[src/rtl/ram_burst_ctrl.sv]
// Burst controller that streams write beats into a single-port RAM with a
// 1-cycle registered read, and returns read bursts through a 2-entry skid FIFO.
module ram_burst_ctrl #(
  parameter int BW    = 32,
  parameter int AW    = 10,
  parameter int LEN_W = 8
) (
  input  logic             clk_i,
  input  logic             rst_ni,
  // command channel
  input  logic             cmd_valid_i,
  output logic             cmd_ready_o,
  input  logic             cmd_write_i,
  input  logic [AW-1:0]    cmd_addr_i,
  input  logic [LEN_W-1:0] cmd_len_i,
  // write-beat stream
  input  logic             wr_valid_i,
  output logic             wr_ready_o,
  input  logic [BW-1:0]    wr_data_i,
  // read-beat stream
  output logic             rd_valid_o,
  input  logic             rd_ready_i,
  output logic [BW-1:0]    rd_data_o,
  output logic             rd_last_o,
  output logic             busy_o,
  // RAM port
  output logic             ram_we_o,
  output logic [AW-1:0]    ram_addr_o,
  output logic [BW-1:0]    ram_wdata_o,
  input  logic [BW-1:0]    ram_rdata_i
);

  localparam logic [1:0] S_IDLE  = 2'd0;
  localparam logic [1:0] S_WRITE = 2'd1;
  localparam logic [1:0] S_READ  = 2'd2;

  localparam logic [AW-1:0]    ADDR_ONE = {{(AW-1){1'b0}}, 1'b1};
  localparam logic [LEN_W-1:0] LEN_ONE  = {{(LEN_W-1){1'b0}}, 1'b1};

  logic [1:0]       state_q, state_d;
  logic [AW-1:0]    addr_q, addr_d;
  logic [LEN_W-1:0] cnt_q, cnt_d;
  logic             issue_left_q, issue_left_d;
  logic             infl_q;
  logic             infl_last_q, infl_last_d;

  logic [BW-1:0]    fifo_data_q [2];
  logic             fifo_last_q [2];
  logic             wr_ptr_q, rd_ptr_q;
  logic [1:0]       count_q, count_d;

  logic             wr_fire;
  logic             pop;
  logic             issue;
  logic [1:0]       occ_after_pop;

  assign wr_fire = (state_q == S_WRITE) && wr_valid_i;
  assign pop     = rd_valid_o && rd_ready_i;

  // Occupancy is judged after this cycle's pop so a ready consumer sees one beat per cycle.
  assign occ_after_pop = count_q - {1'b0, pop};
  assign issue = (state_q == S_READ) && issue_left_q &&
                 ((occ_after_pop + {1'b0, infl_q}) < 2'd2);

  assign count_d = count_q + {1'b0, infl_q} - {1'b0, pop};

  always_comb begin
    state_d      = state_q;
    addr_d       = addr_q;
    cnt_d        = cnt_q;
    issue_left_d = issue_left_q;
    infl_last_d  = 1'b0;
    case (state_q)
      S_IDLE: begin
        if (cmd_valid_i) begin
          addr_d       = cmd_addr_i;
          cnt_d        = cmd_len_i;
          issue_left_d = !cmd_write_i;
          state_d      = cmd_write_i ? S_WRITE : S_READ;
        end
      end
      S_WRITE: begin
        if (wr_fire) begin
          addr_d = addr_q + ADDR_ONE;
          if (cnt_q == '0) begin
            state_d = S_IDLE;
          end else begin
            cnt_d = cnt_q - LEN_ONE;
          end
        end
      end
      S_READ: begin
        if (issue) begin
          addr_d      = addr_q + ADDR_ONE;
          infl_last_d = (cnt_q == '0);
          if (cnt_q == '0) begin
            issue_left_d = 1'b0;
          end else begin
            cnt_d = cnt_q - LEN_ONE;
          end
        end
        if (pop && fifo_last_q[rd_ptr_q]) begin
          state_d = S_IDLE;
        end
      end
      default: state_d = S_IDLE;
    endcase
  end

  always_ff @(posedge clk_i) begin
    if (!rst_ni) begin
      state_q      <= S_IDLE;
      addr_q       <= '0;
      cnt_q        <= '0;
      issue_left_q <= 1'b0;
      infl_q       <= 1'b0;
      infl_last_q  <= 1'b0;
      wr_ptr_q     <= 1'b0;
      rd_ptr_q     <= 1'b0;
      count_q      <= '0;
      for (int i = 0; i < 2; i++) begin
        fifo_data_q[i] <= '0;
        fifo_last_q[i] <= 1'b0;
      end
    end else begin
      state_q      <= state_d;
      addr_q       <= addr_d;
      cnt_q        <= cnt_d;
      issue_left_q <= issue_left_d;
      infl_q       <= issue;
      infl_last_q  <= infl_last_d;
      count_q      <= count_d;
      // The RAM presents the issued word one cycle after the issue.
      if (infl_q) begin
        fifo_data_q[wr_ptr_q] <= ram_rdata_i;
        fifo_last_q[wr_ptr_q] <= infl_last_q;
        wr_ptr_q              <= ~wr_ptr_q;
      end
      if (pop) begin
        rd_ptr_q <= ~rd_ptr_q;
      end
    end
  end

  assign cmd_ready_o = (state_q == S_IDLE);
  assign busy_o      = (state_q != S_IDLE);
  assign wr_ready_o  = (state_q == S_WRITE);

  assign rd_valid_o  = (count_q != 2'd0);
  assign rd_data_o   = fifo_data_q[rd_ptr_q];
  assign rd_last_o   = rd_valid_o && fifo_last_q[rd_ptr_q];

  assign ram_we_o    = wr_fire;
  assign ram_addr_o  = (state_q == S_IDLE) ? '0 : addr_q;
  assign ram_wdata_o = wr_fire ? wr_data_i : '0;

endmodule

[config.mk]
export PLATFORM = sky130hd
export DESIGN_NAME = ram_burst_ctrl
export DESIGN_NICKNAME = d
export VERILOG_FILES = /design/src/rtl/ram_burst_ctrl.sv
export SDC_FILE = /design/constraint.sdc
export NUM_CORES = 1
export LEC_CHECK = 0
export CORE_ASPECT_RATIO = 0.75
export CORE_UTILIZATION = 46
export CTS_CLUSTER_SIZE = 12
export DETAILED_ROUTE_END_ITERATION = 7
export PLACE_DENSITY_LB_ADDON = 0.08
export SLEW_MARGIN = 0
export SYNTH_ARGS = -nofsm -noshare
export SYNTH_HDL_FRONTEND = slang
export SYNTH_SLANG_ARGS = --single-unit
[constraint.sdc]
create_clock -name clk_i -period 2.95 [get_ports clk_i]
set_clock_uncertainty 0.1 [all_clocks]
set_input_delay 0.59 -clock clk_i [delete_from_list [all_inputs] [get_ports clk_i]]
set_output_delay 0.59 -clock clk_i [all_outputs]
set_load 0.01 [all_outputs]
[Word level (Yosys, flattened, before mapping)]
Memories as Yosys holds them, arrays and structs flattened. A register that Yosys moved wholly into a read port is not among the register bits.
Index checks and enable logic that the tools add are counted.
Storage, ports and cells
  register bits after elaboration: 27
  memory bits (writable): 66
  output and inout bits: 80
  memories kept: 2
Memory list
  fifo_data_q: depth 2, bits a word 32, read ports 1, clocked after Yosys merged registers in 1, wr ports 2, line 47  | logic [BW-1:0] fifo_data_q [2];
  fifo_last_q: depth 2, bits a word 1, read ports 1, clocked after Yosys merged registers in 1, wr ports 2, line 48  | logic fifo_last_q [2];
Operators by class
  add/subtract/negate cells: 6
  $lt $le $gt $ge: 1
  eq/ne operators: 8
  muxes and demuxes: 35
  bitwise gates (word level): 2
  reductions and logical operators: 19
Operators with widths (count)
  32-bit 2-to-1 mux: 2
  10-bit 2-to-1 mux: 4
  8-bit 2-to-1 mux: 4
  32-bit OR reduction: 1
  10-bit one-hot mux with 3 select lines: 1
  8-bit one-hot mux with 3 select lines: 1
  1-bit 2-to-1 mux: 16
  4-bit AND reduction: 3
  10-bit by 1-bit adder with 10-bit output, second input constant: 1
  2-bit 2-to-1 mux: 5
  8-bit zero test: 1
  2-bit by 1-bit != test with 1-bit output, second input constant: 4
  8-bit by 1-bit subtractor with 8-bit output, second input constant: 1
  1-bit logical AND: 6
  2-bit one-hot mux with 3 select lines: 1
  2-bit nonzero test: 3
  2-bit by 1-bit adder with 2-bit output: 2
  2-bit != test, second input constant: 2
  2-bit by 1-bit subtractor with 2-bit output: 2
  3-bit AND reduction: 1
  3-bit nonzero test: 1
  2-bit by 1-bit == test with 1-bit output, second input constant: 1
  2-bit == test, second input constant: 1
  2-bit zero test: 1
  other kinds (5): 6

[Longest topological paths before layout]
Gate-level depths: netlist of the first run.
  depth after elaboration: 8
  gate-level depth with buffers: 10
  depth with buffers taken out: 9

[Least setup slack after synthesis of the first run]
No wires, ideal clock.
  path type: input to register
  from: in rd_ready_i
  to: reg cnt_q[2]
  arrival: 2.230 ns
  required time: 2.718 ns
  slack: 0.487 ns
  cell stages on the path: 10
  buffers on the path: 1
  cells stage by stage: o21ai_0 > inv_1 > ha_1 > inv_1 > ha_1 > xnor3_1 > a21boi_4 > buf_2 > o41ai_1 > a21oi_1
Between the ends
  cells in the longest elaborated chain, start to end: 7
RTL lines
  from (decl): line 22  | input logic rd_ready_i,
  1-bit logical AND: line 58  | assign pop = rd_valid_o && rd_ready_i;
  net pop: line 53  | logic pop;
  2-bit by 1-bit subtractor with 2-bit output: line 61  | assign occ_after_pop = count_q - {1'b0, pop};
  2-bit by 1-bit adder with 2-bit output: line 63  | ((occ_after_pop + {1'b0, infl_q}) < 2'd2);
  2-bit < comparator: line 63
  1-bit logical AND: line 62  | assign issue = (state_q == S_READ) && issue_left_q &&
  2-bit != test (no line)
  4-bit AND reduction (no line)
  to (signal assigned): line 128  | cnt_q <= cnt_d;
  to (decl): line 42  | logic [LEN_W-1:0] cnt_q, cnt_d;
The timed path passes the listed nets, and every way through them passes these cells.
A chain may end at the register's enable or synchronous reset.

[Worst setup path in the final report of the first run]
  from: reg state_q[1]
  to: out ram_wdata_o[10]
Between the ends
  cells in the longest elaborated chain, start to end: 3
RTL lines
  from (decl): line 40  | logic [1:0] state_q, state_d;
  from (signal assigned): line 126  | state_q <= state_d;
  2-bit by 1-bit == test with 1-bit output: line 57  | assign wr_fire = (state_q == S_WRITE) && wr_valid_i;
  1-bit logical AND: line 57
  32-bit 2-to-1 mux: line 155  | assign ram_wdata_o = wr_fire ? wr_data_i : '0;
  to (decl): line 29  | output logic [BW-1:0] ram_wdata_o,
No other way between the ends.

==> run_results.csv, run 1 <==
group,metric,value,unit
status,status,"finished, final reports clean",
clocking,tritoncts,"yes",
synthesis,yosys_warnings,0,
global_routing,grt_pass1_vias,3817,
synthesis,synth_top_area_share,38.9,%
timing,period_share,93.0,%
detailed_routing,drc,0,
placement,hpwl,8.76,mm
setup_path,worstSetupEndpointType,"primary output",
pwr,p_leak,0.00273,uW
placement,placed_cells,734,
flow_run,drv_cap,0,
detailed_routing,num_vias,4066,
synthesis,ys_ff_latch,94,
setup_path,critPathArrivalTime,2.05,ns
placement,gp_congestion,0.899,
cells_and_area,fillers,810,
hold_path,min_path_type,"register to register",
synthesis,avgSynthCellArea,11.0,um^2
synthesis,netlist_instances,449,
clocking,clockBufferDepth,2,
global_routing,grt_overflow,0,
die,placementRows,32,
clocking,clock_latency,0.34,ns
synthesis,yosysTopAreaCell,"edfxtp_1",
timing,relSlewSlack,44.2,%
synthesis,synthArstFlopShare,0,%
cells_and_area,final_cells,748,
clocking,ctsRootBufferMaster,"clkbuf_16",
synthesis,syn_nets,546,
global_routing,grt_pass1_wl,19.0,mm
detailed_routing,drtIter0Drc,275,
setup_path,crit_type,"register to primary output",
timing,worst_pin_slew,0.836,ns
setup_path,worstPathMaxFanout,36,
clocking,h-tree-depth,3,
cells_and_area,final_net_count,706,
cells_and_area,syn2layout_area_growth,41.7,%
detailed_routing,antenna_left,0,
global_routing,grt.total_usage,22.3,%
timing,holdWs,0.364,ns
die,ioPinCount,168,
synthesis,ys_types,54,
detailed_routing,routed_wirelength,12.3,mm
synthesis,synth_enable_flop_cells,64,
clocking,clock_sink_count,94,
die,dieWidth,122,um
cells_and_area,stdcell_area,0.00701,mm^2
timing,setup_viol,0,
timing,layout_min_cycle_time,2.74,ns
synthesis,synthTopCellsByArea,"edfxtp_1 39%, dfxtp_1 12%, and2_1 8.4%",
clocking,clk_pin_slew,0.06,ns
synthesis,ys_top_cells_by_count,"66 x and2_1, 64 x edfxtp_1, 33 x and3_1, 32 x mux2_2, 30 x dfxtp_1",
synthesis,synth_area,0.00494,mm^2
timing,finalMaxSlewViolations,0,
detailed_routing,drt_pre_antenna_iters,4,
pwr,power.total,5100,uW
timing,rsz0062_at_grt,"no",
global_routing,grt_max_degree,37,
pwr,ir_worst_vdd,0.453,mV
die,coreArea,0.0104,mm^2
setup_path,critPathLaunchType,"register",
clocking,cts_buffers,9,
setup_path,crit_required,2.26,ns
cells_and_area,antennaDiodeCount,0,
placement,postPlaceCellArea,0.00676,mm^2
die,initial_utilization,47.7,%
detailed_routing,avgRoutedWirePerCell,16.5,um
clocking,hold_buffers,0,
synthesis,yosysMostFrequentCell,"and2_1",
timing,final_hold_viol_count,0,
timing,max_freq,364,MHz
die,die_area,0.0112,mm^2
global_routing,antenna_found_initial,0,
die,die_y,91.8,um
cells_and_area,drive_gt1_share,11.4,%
placement,io_buffers,167,
detailed_routing,viasPerCell,5.44,
synthesis,synth-main-ff-cell,"edfxtp_1",
synthesis,seq_area_frac_synth,51.0,%
pwr,pwr_density_cell,728,mW/mm^2
[routing by layer]
layer | global-route usage (%) | routed length [um]
met4 | 6.79 | 123
met2 | 37.4 | 6050
met3 | 6.03 | 1050
met1 | 28.1 | 5080
met5 | 0 | 0
[path summary, 6_finish.rpt]
| kind | depth (start not counted) | slack (ns) | start | endpoint |
|---|---|---|---|---|
| max reg2reg | 10 | 0.47 | count_q[1] | addr_q[8] |
| max | 4 | 0.21 | state_q[1] | ram_wdata_o[10] |
| min reg2reg | 2 | 0.36 | fifo_last_q[1] | fifo_last_q[1] |
| min | 2 | 0.36 | fifo_last_q[1] | fifo_last_q[1] |
[critical path: stages (launching register included)]
cell	delay, ns
dfxtp_1	0.35
inv_1	0.10
ha_2	0.48
and3_1	0.25
clkdlybuf4s50_1	0.54
[power by group]
part | leakage, uW | total (uW) | switching (uW) | internal [uW]
clock | 0.000123 | 1000 | 445 | 556
sequential | 0.000907 | 1800 | 212 | 1590
combinational | 0.00170 | 2300 | 1120 | 1170
[repair_timing]
action / CTS / global route
buffers inserted: 0 / 0
resized for setup: 1 / 0
endpoints found under the setup margin: 33 / 0
endpoints found under the hold margin: 0 / 0
[cell families after synthesis]
family / share of synthesized area (%)
xor+xnor: 0.633
flops: 51.0
buf+inv: 4.45
fa+ha+maj: 2.28
simple gates: 23.4
mux: 9.51
compound gates: 8.76
[per-stage QoR]
step | util [%] | setup WS [ns] | setup TNS, ns
global placement | 65.2 | 0.0391 | 0
global route | 67.6 | 0.0578 | 0
finish | 67.6 | 0.205 | 0
detailed placement | 65.2 | -0.0633 | -0.0746
CTS | 67.6 | 0.202 | 0
floorplan | - | 0.487 | 0
[cell usage in the layout (no fill, tap or decap), types with 4 or more instances in the layout]
cell type and count:
nor2b_1 18, nand4_1 6, and2_1 66, nand2_1 19, o32ai_1 4, mux2_2 32
a211oi_1 5, a32o_1 4, clkdlybuf4s50_1 167, nor2_1 17, nand3_1 13, dfxtp_1 29
a31oi_1 5, ha_1 8, a21oi_1 7, clkbuf_16 9, nand2b_1 4, edfxtp_1 64
o21ai_0 11, mux2i_1 11, o31ai_1 6, and3_1 33, buf_4 12, inv_1 15
[cell type report]
cell class	instances	area, um^2	area share (%)
clock buffers	11	233	3.32
clock inverters	3	13.8	0.196
inverters	15	56.3	0.803
multi-input cells	308	2210	31.5
flip-flops and latches	94	2520	36.0
well taps	136	170	2.43
repair buffers	181	1800	25.7
[sequential cells by signal, summed over array words and instances, names as in the netlist, named ones only]
name          cells
addr_q           10
cnt_q             8
count_q           2
fifo_data_q      64
fifo_last_q       2
infl_last_q       1
infl_q            1
issue_left_q      1
rd_ptr_q          1
state_q           2
wr_ptr_q          1
(Power assumes the default switching activity.)
==> inputs of run 2 (changes only) <==
--- a/config.mk
+++ b/config.mk
@@ -10,6 +10,7 @@
 export CTS_CLUSTER_SIZE = 12
 export DETAILED_ROUTE_END_ITERATION = 7
 export PLACE_DENSITY_LB_ADDON = 0.08
+export RECOVER_POWER = 25
 export SLEW_MARGIN = 0
 export SYNTH_ARGS = -nofsm -noshare
 export SYNTH_HDL_FRONTEND = slang
==> run 2 against run 1 <==
Power decreased by 0.10%; combinational power hardly changed; non-clock buffer count is the same; largest cell class unchanged; wire length shrank 0.32%; global-route usage stayed put; via count fell by 0.34%; critical path depth up 7; sequential cell count unchanged.
==> run_results.csv, run 2 (synthesis gave the netlist of run 1 again) <==
group,metric,value,unit
cells_and_area,reg_top3,"fifo_data_q x64, addr_q x10, cnt_q x8",
setup_path,worstSetupEndpointType,"register",
placement,io_buffers,167,
detailed_routing,drt_pre_antenna_iters,4,
global_routing,antenna_found_initial,0,
timing,worst_pin_slew,1.34,ns
pwr,pwr_density_cell,728,mW/mm^2
placement,gp_congestion,0.899,
timing,final_hold_viol_count,0,
clocking,clock_sink_count,94,
flow_run,drv_cap,0,
timing,fin_tns_setup,0,ns
setup_path,worstPathCellList,"dlygate4sd3_1 -> o21ai_0 -> inv_1 -> ha_1 -> inv_1 -> ha_1 -> xnor3_1 -> a21boi_4 -> buf_4 -> o311ai_0 -> o21ai_0",
cells_and_area,top_register,"fifo_data_q",
clocking,cts_setup_buffers,0,
clocking,ctsRootBufferMaster,"clkbuf_16",
cells_and_area,utilization,67.4,%
global_routing,grt.total_usage,22.3,%
pwr,ir_worst_vdd,0.452,mV
timing,setup_ws,0.165,ns
die,dieWidth,122,um
global_routing,grt_overflow,0,
die,coreArea,0.0104,mm^2
die,die_y,91.8,um
global_routing,grt_pass1_vias,3817,
setup_path,path_delay_family,"buffers and inverters",
detailed_routing,avgRoutedWirePerCell,16.4,um
die,die_area,0.0112,mm^2
setup_path,crit_required,3.06,ns
detailed_routing,num_vias,4052,
detailed_routing,antenna_left,0,
die,ioPinCount,168,
setup_path,worstPathMaxFanout,9,
status,status,"finished, final reports clean",
timing,rsz0062_at_grt,"no",
setup_path,crit_type,"input port to register",
clocking,tritoncts,"yes",
timing,finalMaxSlewViolations,0,
setup_path,slowest_delay,0.53,ns
clocking,clock_latency,0.34,ns
global_routing,grt_pass1_wl,19.0,mm
placement,hpwl,8.76,mm
placement,placed_cells,734,
die,placementRows,32,
setup_path,critPathArrivalTime,2.89,ns
pwr,p_leak,0.00271,uW
cells_and_area,final_net_count,706,
timing,setup_viol,0,
detailed_routing,routed_wirelength,12.3,mm
cells_and_area,fillers,817,
detailed_routing,drtIter0Drc,252,
timing,max_freq,359,MHz
cells_and_area,final_cells,748,
clocking,clockBufferDepth,2,
cells_and_area,drive_gt1_share,10.9,%
clocking,hold_buffers,0,
die,initial_utilization,47.7,%
cells_and_area,final_cell_mix,"165 x clkdlybuf4s50_1, 64 x edfxtp_1, 52 x and2_1",
timing,layout_min_cycle_time,2.79,ns
global_routing,grt_max_degree,37,
detailed_routing,drc,0,
placement,dp_slack,-0.0633,ns
setup_path,cp_slowest_cell,"dlygate4sd3_1",
cells_and_area,antennaDiodeCount,0,
cells_and_area,final_common_cell,"clkdlybuf4s50_1",
clocking,cts_buffers,9,
timing,relSlewSlack,10.4,%
pwr,power.total,5090,uW
detailed_routing,viasPerCell,5.42,
setup_path,critPathLaunchType,"input port",
timing,period_share,94.4,%
setup_path,critPathBufInv,4,
clocking,post_cts_resized,1,
clocking,clk_pin_slew,0.06,ns
hold_path,min_path_type,"register to register",
cells_and_area,largest_reg_flops,64,
cells_and_area,syn2layout_area_growth,41.4,%
clocking,h-tree-depth,3,
[run 2: cell count changes in the layout (fill, tap and decap cells not counted), sizes merged]
| cell | previous run | this run |
|---|---|---|
| clkdlybuf4s50 | 167 | 165 |
| buf | 14 | 10 |
| clkbuf | 11 | 15 |
| dlygate4sd3 | 0 | 2 |
[run 2: stage by stage]
stage / area, um^2 / hold slack, ns
after floorplan: 4940 / 0.325
after global placement: 6760 / 0.346
after detailed placement: 6760 / 0.360
after CTS: 7010 / 0.369
after global routing: 6990 / 0.387
final: 6990 / 0.365
[run 2: worst reg2reg max path: stages, from the launching register on]
cell,delay (ns)
dfxtp_1,0.34
o21ai_0,0.23
inv_1,0.07
ha_1,0.27
inv_1,0.04
ha_1,0.18
xnor3_1,0.34
a21boi_4,0.14
buf_4,0.17
o311ai_0,0.32
o21ai_0,0.14
[run 2: cell type report]
class / instances / area (um^2) / area share [%]
timing repair buffer: 181 / 1790 / 25.6
sequential: 94 / 2520 / 36.1
clock inverter: 3 / 13.8 / 0.197
clock buffer: 11 / 233 / 3.33
inverter: 15 / 56.3 / 0.805
tap: 136 / 170 / 2.43
multi-input combinational: 308 / 2210 / 31.6
[run 2: path summary, 6_finish.rpt]
path	startpoint	end	slack, ns	depth (start not counted)
worst max-delay path	rd_ready_i	addr_q[8]	0.16	11
worst min-delay path	fifo_last_q[1]	fifo_last_q[1]	0.37	2
worst max register to register	count_q[1]	addr_q[8]	0.48	10
worst min register to register	fifo_last_q[1]	fifo_last_q[1]	0.37	2
[run 2: power breakdown]
group	switching (uW)	leakage, uW	internal [uW]
combinational	1120	0.00168	1170
sequential	210	0.000907	1590
clock	443	0.000123	556
total	1770	0.00271	3320
[run 2: per-layer routing]
metal  track usage, %  vias to the layer above  share of wire, %
li1                 -                     1950                 -
met1             28.1                     1923                42
met2             37.4                      164                49
met3             6.03                       15               7.6
met4             6.79                        0               1.2
met5                0                        -                 0
==> inputs of run 3 (changes only) <==
--- a/config.mk
+++ b/config.mk
@@ -10,7 +10,6 @@
 export CTS_CLUSTER_SIZE = 12
 export DETAILED_ROUTE_END_ITERATION = 7
 export PLACE_DENSITY_LB_ADDON = 0.08
-export RECOVER_POWER = 25
 export SLEW_MARGIN = 0
 export SYNTH_ARGS = -nofsm -noshare
 export SYNTH_HDL_FRONTEND = slang
==> constraint.sdc (replaced) <==
create_clock -name clk_i -period 2.95 [get_ports clk_i]
set_clock_uncertainty 0.1 [all_clocks]
set_input_delay 0.59 -clock clk_i [delete_from_list [all_inputs] [get_ports clk_i]]
set_output_delay 0.59 -clock clk_i [all_outputs]
set_load 0.005 [all_outputs]
==> run 3 against run 2 <==
Design area rose by 0.50%; die area did not move; critical path depth fell by 7; worst hold slack improved by 0.0030 ns; maximum frequency rose by 3.5%; combinational power fell by 3%; sequential power barely moved.
==> run_results.csv, run 3 (synthesis gave the netlist of run 1 again) <==
group,metric,value,unit
timing,final_hold_viol_count,0,
flow_run,drv_cap,0,
setup_path,critPathArrivalTime,2.00,ns
detailed_routing,drtIter0Drc,217,
timing,rsz0062_at_grt,"no",
cells_and_area,final_common_cell,"clkdlybuf4s50_1",
cells_and_area,multi_input_area,0.00221,mm^2
die,ioPinCount,168,
die,die_area,0.0112,mm^2
cells_and_area,largest_reg_flops,64,
cells_and_area,syn2layout_area_growth,42.1,%
clocking,clk_pin_slew,0.06,ns
die,dieWidth,122,um
pwr,pwr_density_cell,716,mW/mm^2
pwr,power.total,5030,uW
setup_path,crit_required,2.26,ns
die,die_y,91.8,um
placement,dp_slack,-0.0513,ns
pwr,p_leak,0.00274,uW
cells_and_area,top_register,"fifo_data_q",
hold_path,min_path_type,"register to register",
clocking,cts_buffers,9,
setup_path,worstPathMaxFanout,36,
global_routing,grt_pass1_wl,19.4,mm
global_routing,grt_max_degree,37,
clocking,h-tree-depth,3,
setup_path,timing.reg2reg.setup_slack,0.49,ns
detailed_routing,avgRoutedWirePerCell,16.3,um
die,coreArea,0.0104,mm^2
detailed_routing,viasPerCell,5.42,
timing,max_freq,371,MHz
cells_and_area,reg_top3,"fifo_data_q x64, addr_q x10, cnt_q x8",
timing,period_share,91.3,%
detailed_routing,routed_wirelength,12.2,mm
cells_and_area,antennaDiodeCount,0,
timing,relSlewSlack,53.3,%
status,status,"finished, final reports clean",
setup_path,worstSetupEndpointType,"primary output",
placement,io_buffers,167,
timing,setup_ws,0.258,ns
clocking,clock_latency,0.33,ns
placement,placed_cells,734,
clocking,clockBufferDepth,2,
cells_and_area,drive_gt1_share,11.9,%
die,placementRows,32,
clocking,tritoncts,"yes",
timing,setup_viol,0,
timing,finalMaxSlewViolations,0,
placement,gp_congestion,0.874,
timing,worst_pin_slew,0.694,ns
global_routing,grt_overflow,0,
detailed_routing,drt_pre_antenna_iters,5,
cells_and_area,final_cells,750,
clocking,cts_setup_buffers,0,
placement,hpwl,8.63,mm
cells_and_area,fillers,805,
global_routing,grt.total_usage,22.4,%
detailed_routing,num_vias,4064,
clocking,ctsRootBufferMaster,"clkbuf_16",
setup_path,critPathLaunchType,"register",
die,initial_utilization,47.7,%
pwr,ir_worst_vdd,0.464,mV
cells_and_area,final_cell_mix,"167 x clkdlybuf4s50_1, 66 x and2_1, 64 x edfxtp_1",
detailed_routing,antenna_left,0,
global_routing,antenna_found_initial,0,
global_routing,grt_pass1_vias,3923,
clocking,clock_sink_count,94,
setup_path,crit_type,"register to primary output",
cells_and_area,utilization,67.8,%
detailed_routing,drc,0,
cells_and_area,final_net_count,706,
clocking,hold_buffers,0,
cells_and_area,seqCellArea,0.00252,mm^2
timing,layout_min_cycle_time,2.69,ns
[run 3: cell count changes in the layout (fill, tap and decap cells not counted)]
| cell | previous run | this run |
|---|---|---|
| clkinvlp_4 | 0 | 2 |
| and2_0 | 14 | 0 |
| clkbuf_1 | 4 | 0 |
| nand2b_2 | 0 | 1 |
| and2_1 | 52 | 66 |
| clkinv_4 | 0 | 1 |
| buf_4 | 8 | 12 |
| clkdlybuf4s50_1 | 165 | 167 |
| clkinv_1 | 1 | 2 |
| nand2b_1 | 5 | 4 |
| dlygate4sd3_1 | 2 | 0 |
| clkbuf_2 | 2 | 0 |
[run 3: path summary, 6_finish.rpt]
path | end | cells after the start | from
min reg2reg | fifo_last_q[0] | 1 | infl_last_q
max | ram_wdata_o[29] | 4 | state_q[1]
min | fifo_last_q[0] | 1 | infl_last_q
max reg2reg | addr_q[3] | 9 | count_q[1]
[run 3: worst max-delay path: stages (launching register included)]
cell	delay, ns
dfxtp_1	0.35
inv_1	0.09
ha_2	0.47
and3_1	0.25
clkdlybuf4s50_1	0.50
[run 3: metal layers]
metal / wire length, um / track usage [%] / vias up
met5: 0 / 0 / -
met1: 5240 / 28.6 / 1939
met3: 900 / 5.47 / 7
li1: - / - / 1948
met4: 97 / 4.73 / 0
met2: 5990 / 38.2 / 170
[run 3: through the flow]
stage               setup TNS, ns  instance area [um^2]  hold WS (ns)
global placement                0                  6760         0.341
CTS                             0                  7030         0.372
floorplan                       0                  4940         0.325
finish                          0                  7030         0.368
detailed placement         -0.219                  6760         0.354
global route                    0                  7030         0.385
[run 3: layout make-up]
cell class	count	share of cell area, %
Clock buffer	9	3.20
Inverter	15	0.801
Tap cell	136	2.42
Sequential cell	94	35.9
Timing Repair Buffer	181	25.6
Clock inverter	7	0.588
Multi-Input combinational cell	308	31.4
[run 3: power by group]
group          total (uW)  leakage [uW]  switching [uW]  internal, uW
clock                1030      0.000126             470           563
sequential           1790      0.000907             201          1590
combinational        2210       0.00171            1050          1160
total                5030       0.00274            1720          3310
[run 3: what timing repair did]
item,CTS,global route
resized for setup,1,0
endpoints found under the setup margin,32,0
hold endpoints to repair,0,0
